`config.mk`:
```
export PLATFORM = sky130hd
export DESIGN_NAME = inst_type_encoder
export DESIGN_NICKNAME = d
export VERILOG_FILES = /design/src/rtl/inst_type_encoder.sv
export SDC_FILE = /design/constraint.sdc
export NUM_CORES = 1
export LEC_CHECK = 0
export CAP_MARGIN = 40
export CORE_MARGIN = 5
export CORE_UTILIZATION = 60
export CTS_BUF_LIST = sky130_fd_sc_hd__clkbuf_4 sky130_fd_sc_hd__clkbuf_8
export DETAILED_ROUTE_END_ITERATION = 7
export DONT_BUFFER_PORTS = 1
export PLACE_DENSITY = 0.76
export SLEW_MARGIN = 20
export SYNTH_ARGS = -nofsm -noshare
export SYNTH_HDL_FRONTEND = slang
export SYNTH_SLANG_ARGS = --single-unit
```
`constraint.sdc`:
```
create_clock -name clk -period 1.6 [get_ports clk]
set_input_delay 0.48 -clock clk [delete_from_list [all_inputs] [get_ports clk]]
set_output_delay 0.48 -clock clk [all_outputs]
set_load 0.1 [all_outputs]
```
`src/rtl/inst_type_encoder.sv`:
```
// Instruction-type encoder: classifies RV32I words by opcode into a one-hot
// control code and hands each entry downstream through a 2-entry skid buffer
// with a registered output.
module inst_type_encoder #(
    parameter int XLEN = 32
) (
    input  logic            clk,
    input  logic            reset,
    input  logic            flush,
    input  logic            in_valid,
    output logic            in_ready,
    input  logic [XLEN-1:0] in_inst,
    input  logic [XLEN-1:0] in_pc,
    output logic            out_valid,
    input  logic            out_ready,
    output logic [9:0]      out_code,
    output logic            out_illegal,
    output logic [XLEN-1:0] out_inst,
    output logic [XLEN-1:0] out_pc
);

    typedef enum logic [1:0] {
        S_EMPTY,
        S_ONE,
        S_FULL
    } state_t;

    state_t state_q, state_d;

    logic [9:0]      out_code_q, out_code_d;
    logic            out_ill_q, out_ill_d;
    logic [XLEN-1:0] out_inst_q, out_inst_d;
    logic [XLEN-1:0] out_pc_q, out_pc_d;

    logic [9:0]      skid_code_q, skid_code_d;
    logic            skid_ill_q, skid_ill_d;
    logic [XLEN-1:0] skid_inst_q, skid_inst_d;
    logic [XLEN-1:0] skid_pc_q, skid_pc_d;

    logic [9:0] dec_code;
    logic       dec_ill;
    logic       accept;
    logic       pop;

    assign in_ready  = (state_q != S_FULL);
    assign out_valid = (state_q != S_EMPTY);
    assign accept    = in_valid & in_ready;
    assign pop       = out_valid & out_ready;

    // Opcode classification of the incoming word; FENCE is a legal no-op.
    always_comb begin
        dec_code = '0;
        dec_ill  = 1'b0;
        case (in_inst[6:0])
            7'b1101111: dec_code = 10'b00_0000_0001;
            7'b1100111: dec_code = 10'b00_0000_0010;
            7'b0110111: dec_code = 10'b00_0000_0100;
            7'b0010111: dec_code = 10'b00_0000_1000;
            7'b1100011: dec_code = 10'b00_0001_0000;
            7'b0110011: dec_code = 10'b00_0010_0000;
            7'b0100011: dec_code = 10'b00_0100_0000;
            7'b0010011: dec_code = 10'b00_1000_0000;
            7'b0000011: dec_code = 10'b01_0000_0000;
            7'b1110011: dec_code = 10'b10_0000_0000;
            7'b0001111: dec_code = '0;
            default:    dec_ill  = 1'b1;
        endcase
    end

    // Skid-buffer next state and register loads; flush overrides everything.
    always_comb begin
        state_d     = state_q;
        out_code_d  = out_code_q;
        out_ill_d   = out_ill_q;
        out_inst_d  = out_inst_q;
        out_pc_d    = out_pc_q;
        skid_code_d = skid_code_q;
        skid_ill_d  = skid_ill_q;
        skid_inst_d = skid_inst_q;
        skid_pc_d   = skid_pc_q;

        case (state_q)
            S_EMPTY: begin
                if (accept) begin
                    out_code_d = dec_code;
                    out_ill_d  = dec_ill;
                    out_inst_d = in_inst;
                    out_pc_d   = in_pc;
                    state_d    = S_ONE;
                end
            end
            S_ONE: begin
                if (accept && pop) begin
                    out_code_d = dec_code;
                    out_ill_d  = dec_ill;
                    out_inst_d = in_inst;
                    out_pc_d   = in_pc;
                end else if (accept) begin
                    skid_code_d = dec_code;
                    skid_ill_d  = dec_ill;
                    skid_inst_d = in_inst;
                    skid_pc_d   = in_pc;
                    state_d     = S_FULL;
                end else if (pop) begin
                    state_d = S_EMPTY;
                end
            end
            S_FULL: begin
                if (pop) begin
                    out_code_d = skid_code_q;
                    out_ill_d  = skid_ill_q;
                    out_inst_d = skid_inst_q;
                    out_pc_d   = skid_pc_q;
                    state_d    = S_ONE;
                end
            end
            default: state_d = S_EMPTY;
        endcase

        if (flush) begin
            state_d = S_EMPTY;
        end
    end

    // State and data registers; reset clears data as well as state.
    always_ff @(posedge clk) begin
        if (reset) begin
            state_q     <= S_EMPTY;
            out_code_q  <= '0;
            out_ill_q   <= 1'b0;
            out_inst_q  <= '0;
            out_pc_q    <= '0;
            skid_code_q <= '0;
            skid_ill_q  <= 1'b0;
            skid_inst_q <= '0;
            skid_pc_q   <= '0;
        end else begin
            state_q     <= state_d;
            out_code_q  <= out_code_d;
            out_ill_q   <= out_ill_d;
            out_inst_q  <= out_inst_d;
            out_pc_q    <= out_pc_d;
            skid_code_q <= skid_code_d;
            skid_ill_q  <= skid_ill_d;
            skid_inst_q <= skid_inst_d;
            skid_pc_q   <= skid_pc_d;
        end
    end

    assign out_code    = out_code_q;
    assign out_illegal = out_ill_q;
    assign out_inst    = out_inst_q;
    assign out_pc      = out_pc_q;

endmodule

```
==> flow_summary.toml, run 1 <==
[critical_path]
crit_path_max_fanout = 8
regToRegStartpoint = "state_q[1]$_SDFFE_PP0P_"
ff2ff_setup_slack_ns = -0.16
cp.arrival_ns = 1.35
worstSetupPathType = "reg2out"
worstPathCellList = "nor2b_4, buf_12, inv_8, buf_16"
r2r_end = "out_pc[28]$_SDFFE_PP0P_"
cp-start-kind = "flop"
end_kind = "output port"
worst_path_largest_cell_delay_ns = 0.36
crit_slowest_cell = "dfxtp_2"
reg2regPathDepth = 8
critPathLaunch = "state_q[1]$_SDFFE_PP0P_"
cp.required_ns = 1.12

[timing]
period_share_pct = 115
worstMarginPinSlew_ns = 0.435
finalWorstSetupSlack_ns = -0.233
fin_skew_ns = 0.0152
hold_viol_final = 0
finalSetupViolCount = 77
slew_viol_final = 0
fmax_mhz = 546
maxSlewHeadroom_pct = 70.9
fin_crit_ns = 1.83
rsz0062_at_grt = "true"

[final_layout]
finalNonFillerCells = 1018
fin_nets = 934
area_growth_pct = 32.0
post-route-util_pct = 80.2
num_antenna_cells = 0
drive_gt1_share_pct = 30.9
fillers = 662

[logic_synthesis]
syn-instance-count = 778
synthesis.nets = 847
seq_area_frac_synth_pct = 46.6
yosys_warnings = 0
ys_ff_latch = 152
synth_edf_count = 0
ys_types = 36
ys.flop_type = "dfxtp_1"
syn_area_um2 = 6530
syn_avg_cell_area_um2 = 8.39
synth-async-reset-ratio_pct = 0

[route]
ant_nets = 0
avgViaCountPerCell = 6.12
wl_um = 20400
wl_per_cell_um = 20.0
vias = 6235
drc = 0
drt_iter0_drc = 694
drt_first_pass_iters = 6

[die]
initial_core_util_pct = 60.8
rows = 38
coreArea_um2 = 10700
die_height_um = 114
ios = 146
fp.dieW_um = 114
dieArea_um2 = 13100

[clock_network]
h-tree-depth = 4
cts_tree = "done"
clock_path_buffers = 2
path_clk_slew_ns = 0.09
cts_root_buffer = "clkbuf_8"
cts_buffers = 17
cts_sinks = 152
clock_latency_ns = 0.44

[worst_hold_path]
hp-class = "in2reg"
hp-start = "flush"
min_to = "state_q[1]$_SDFFE_PP0P_"
worstHoldPathCells = 1

[place]
dp_hpwl_um = 11000
post-place-cells = 947
gp_congestion = 0.850
port_buffers = 0

[global_route]
grt_usage_pct = 26.0
grt_start_max_net_pins = 153
grt_overflow = 0
grt_pass1_wl_um = 27300
antenna_found_initial = 0
grt_pass1_vias = 5772

[pwr]
total_power_mw = 9.54
p_leak_nw = 3.25
ir_drop_uv = 619
cellPowerDensity_nw_per_um2 = 1110

[run_status]
status = "finished, violations left"
violations = "negative setup slack"

[job]
maxCapViolCount = 0
[power breakdown]
group	total, mW	switching, mW	internal, mW	leakage, nW
Sequential	4.05	0.0891	3.96	1.25
Clock	3.16	1.47	1.69	0.206
Combinational	2.33	1.64	0.686	1.80
[timing repair]
action                                  4_1_cts  5_1_grt
hold buffers                                  0        0
gates resized for setup                      11       82
endpoints found under the setup margin       20       99
gates cloned                                  4       19
setup buffers                                 6       12
pin swaps                                     2       42
[per-stage QoR]
step           setup slack, ns  instance area (um2)  hold slack [ns]  setup TNS [ns]
6_report                -0.233                 8620           0.0927           -6.96
2_1_floorplan           0.0195                 6530            0.432               0
4_1_cts                 -0.206                 7860           0.0786           -1.00
3_3_place_gp            0.0408                 7220            0.436               0
5_1_grt                 -0.300                 8620           0.0665          -12.01
3_5_place_dp           -0.0390                 7220            0.442          -0.186
[synth_stat cells (9+ instances only)]
cell type	instances	share of area, %
a21oi_1	77	5.9
buf_6	13	2.2
nor3_1	15	1.1
nor2_1	86	4.9
a211oi_1	9	1.0
dfxtp_1	152	47
nand2_1	262	15
clkbuf_1	35	2.0
nor4_1	9	0.86
a311oi_2	61	14
buf_2	17	1.3
[kinds of logic (layout without fill, tap and decap cells)]
logic type      after synthesis  count (layout)  share of synthesized area [%]
simple gates                392             392                           24.3
compound gates              162             162                           23.0
flops                       152             152                           46.6
buf+inv                      72             172                           6.07
[how the worst max path moves through the flow]
stage               cells after the start  slack, ns                        end
global route                            4      -0.30                   in_ready
CTS                                     4      -0.21                   in_ready
floorplan                               5       0.02    out_pc[24]$_SDFFE_PP0P_
finish                                  4      -0.23                   in_ready
global placement                        5       0.04     out_pc[3]$_SDFFE_PP0P_
detailed placement                      5      -0.04  out_inst[29]$_SDFFE_PP0P_
[routing by layer]
layer  GRT usage, %  up-vias  part of all wire [%]
li1               -     2849                     -
met1           29.1     2963                    36
met2           44.7      343                    50
met3           9.73       80                    10
met4           10.5        0                   3.8
met5              0        -                     0
[worst max-delay path, delay by kind of cell, from the launching register on]
kind,cells,cell delay (ns)
flip-flops,1,0.36
AND/OR/NAND/NOR,1,0.21
buffers and inverters,3,0.32
[area by class of cell]
class	count	area, um2	share of cell area (%)
timing repair buffer	137	1700	19.7
multi-input combinational	554	3250	37.7
inverter	3	18.8	0.218
sequential	152	3050	35.4
clock buffer	22	284	3.30
clock inverter	10	143	1.66
tap	140	175	2.03
[flip-flops by register name, indices dropped and copies added (netlist names)]
name / flops
skid_pc_q: 32
out_code: 10
out_inst: 32
out_pc: 32
skid_ill_q: 1
state_q: 2
out_illegal: 1
skid_code_q: 10
skid_inst_q: 32
[cells in the final DEF, fill, tap and decap left out, types with 3 or more instances in the layout]
cell type and instances:
clkbuf_8 19, clkinvlp_4 4, buf_6 39, bufinv_16 3, buf_12 11, nand3_1 3, nor2_1 71, nand4_1 3
buf_4 63, a211oi_2 6, nand2_1 262, buf_8 6, a211oi_1 3, clkbuf_16 12, nor2_2 14, a21oi_1 76
dfxtp_1 150, nor3_1 14, buf_16 4, clkbuf_4 3, nor4_1 7, a311oi_2 62
Note: power is estimated with default switching activity, not from simulation.
==> run 2, diff against run 1 <==
Settings changed: CORE_UTILIZATION 60 to 55, CTS_CLUSTER_DIAMETER from default to 50, PLACE_DENSITY 0.76 to 0.7.
==> flow_summary.toml, run 2 (synthesized netlist as in run 1, its figures left out) <==
[place]
post-place-cells = 955
gp_congestion = 0.824
dp_hpwl_um = 10700
port_buffers = 0

[critical_path]
critPathCapture = "out_valid"
regToRegStartpoint = "state_q[0]$_SDFFE_PP0P_"
end_kind = "output port"
critPathLaunch = "state_q[0]$_SDFFE_PP0P_"
cp-start-kind = "flop"
reg2regPathDepth = 8
crit_path_max_fanout = 2
r2r_end = "out_inst[26]$_SDFFE_PP0P_"
worstSetupPathType = "reg2out"
cp.required_ns = 1.12
ff2ff_setup_slack_ns = -0.15
cp.arrival_ns = 1.34

[clock_network]
cts_hold_buf = 0
clock_latency_ns = 0.45
cts_buffers = 17
cts_tree = "done"
clock_path_buffers = 2
h-tree-depth = 4
path_clk_slew_ns = 0.08
cts_sinks = 152
cts_root_buffer = "clkbuf_8"

[die]
ios = 146
initial_core_util_pct = 56.7
dieArea_um2 = 14200
coreArea_um2 = 11500
die_height_um = 119
fp.dieW_um = 119
rows = 39

[timing]
hold_viol_final = 0
fin_skew_ns = 0.00872
period_share_pct = 114
worstMarginPinSlew_ns = 0.401
fin_crit_ns = 1.82
slew_viol_final = 0
finalSetupViolCount = 113
maxSlewHeadroom_pct = 73.3
tns_ns = -8.83
fmax_mhz = 550
fin_hold_ws_ns = 0.0884
finalWorstSetupSlack_ns = -0.218
rsz0062_at_grt = "true"

[route]
drt_first_pass_iters = 5
avgViaCountPerCell = 5.85
vias = 5944
wl_per_cell_um = 18.6
drt_iter0_drc = 599
wl_um = 18900
ant_nets = 0
drc = 0

[pwr]
total_power_mw = 9.16
p_leak_nw = 3.35
ir_drop_uv = 685
cellPowerDensity_nw_per_um2 = 1060

[final_layout]
area_growth_pct = 32.2
fin_nets = 929
drive_gt1_share_pct = 34.0
num_antenna_cells = 0
fillers = 786
layout_commonest_cell = "nand2_1"
post-route-util_pct = 74.9
mostFrequentLayoutCells = "nand2_1 (240), dfxtp_1 (150), nor2_1 (85)"
finalNonFillerCells = 1016

[global_route]
grt_start_max_net_pins = 153
grt_usage_pct = 24.1
antenna_found_initial = 0
grt_pass1_wl_um = 27800
grt_overflow = 0
grt_pass1_vias = 5664

[run_status]
status = "finished, violations left"
violations = "negative setup slack"

[worst_hold_path]
hp-class = "in2reg"

[job]
maxCapViolCount = 0
[run 2: cell count changes in the layout (fill, tap and decap cells not counted), moves of 4 or more]
cell and delta:
clkinv_2 +5, nand2_1 -22, a211oi_1 +5, a21oi_2 +32
nor2_1 +14, nand2_4 +19, a211oi_2 -5, clkbuf_16 -7
nor2_2 -13, clkinvlp_4 -4, a21oi_1 -31
[run 2: metrics by stage]
step                      cell area, um2  worst slack [ns]
after floorplan                     6530            0.0195
after global placement              7230            0.0223
after detailed placement            7230           -0.0566
after CTS                           7930            -0.234
after global routing                8630            -0.258
final                               8630            -0.218
[run 2: cell type report]
cell class	count	area [um2]	share of cell area, %
clock buffer	23	292	3.38
multi-input combinational	555	3450	40.0
clock inverter	9	98.8	1.15
timing repair buffer	131	1550	17.9
tap	143	179	2.07
sequential	152	3050	35.3
inverter	3	16.3	0.188
[run 2: worst min path at each step]
stage | start | to | slack [ns] | depth (start not counted)
final | reset | skid_pc_q[22]$_SDFFE_PP0P_ | 0.09 | 1
after global routing | flush | state_q[0]$_SDFFE_PP0P_ | 0.07 | 1
after CTS | flush | state_q[0]$_SDFFE_PP0P_ | 0.07 | 1
after detailed placement | skid_inst_q[9]$_SDFFE_PP0P_ | skid_inst_q[9]$_SDFFE_PP0P_ | 0.44 | 2
after global placement | skid_code_q[4]$_SDFFE_PP0P_ | skid_code_q[4]$_SDFFE_PP0P_ | 0.43 | 2
after floorplan | skid_code_q[4]$_SDFFE_PP0P_ | skid_code_q[4]$_SDFFE_PP0P_ | 0.43 | 2
[run 2: layer usage]
metal	vias to the layer above	routed length [um]	GRT usage, %
met5	-	0	0
met4	0	576	10.7
met3	48	1510	7.49
met2	259	9480	40.9
met1	2809	7370	27.9
li1	2828	-	-
[run 2: critical path: stages (launching register included)]
cell	delay (ns)
dfxtp_4	0.35
buf_4	0.14
or2_4	0.23
buf_12	0.17
[run 2: timing repair]
action,4_1_cts,5_1_grt
endpoints found under the setup margin,44,140
pin swaps,3,42
cloned,6,8
buffers inserted,9,6
gates resized for setup,21,125
[run 2: power by group]
group	switching [mW]	total, mW	internal, mW
clock	1.38	2.90	1.52
combinational	1.59	2.22	0.631
sequential	0.0787	4.04	3.96
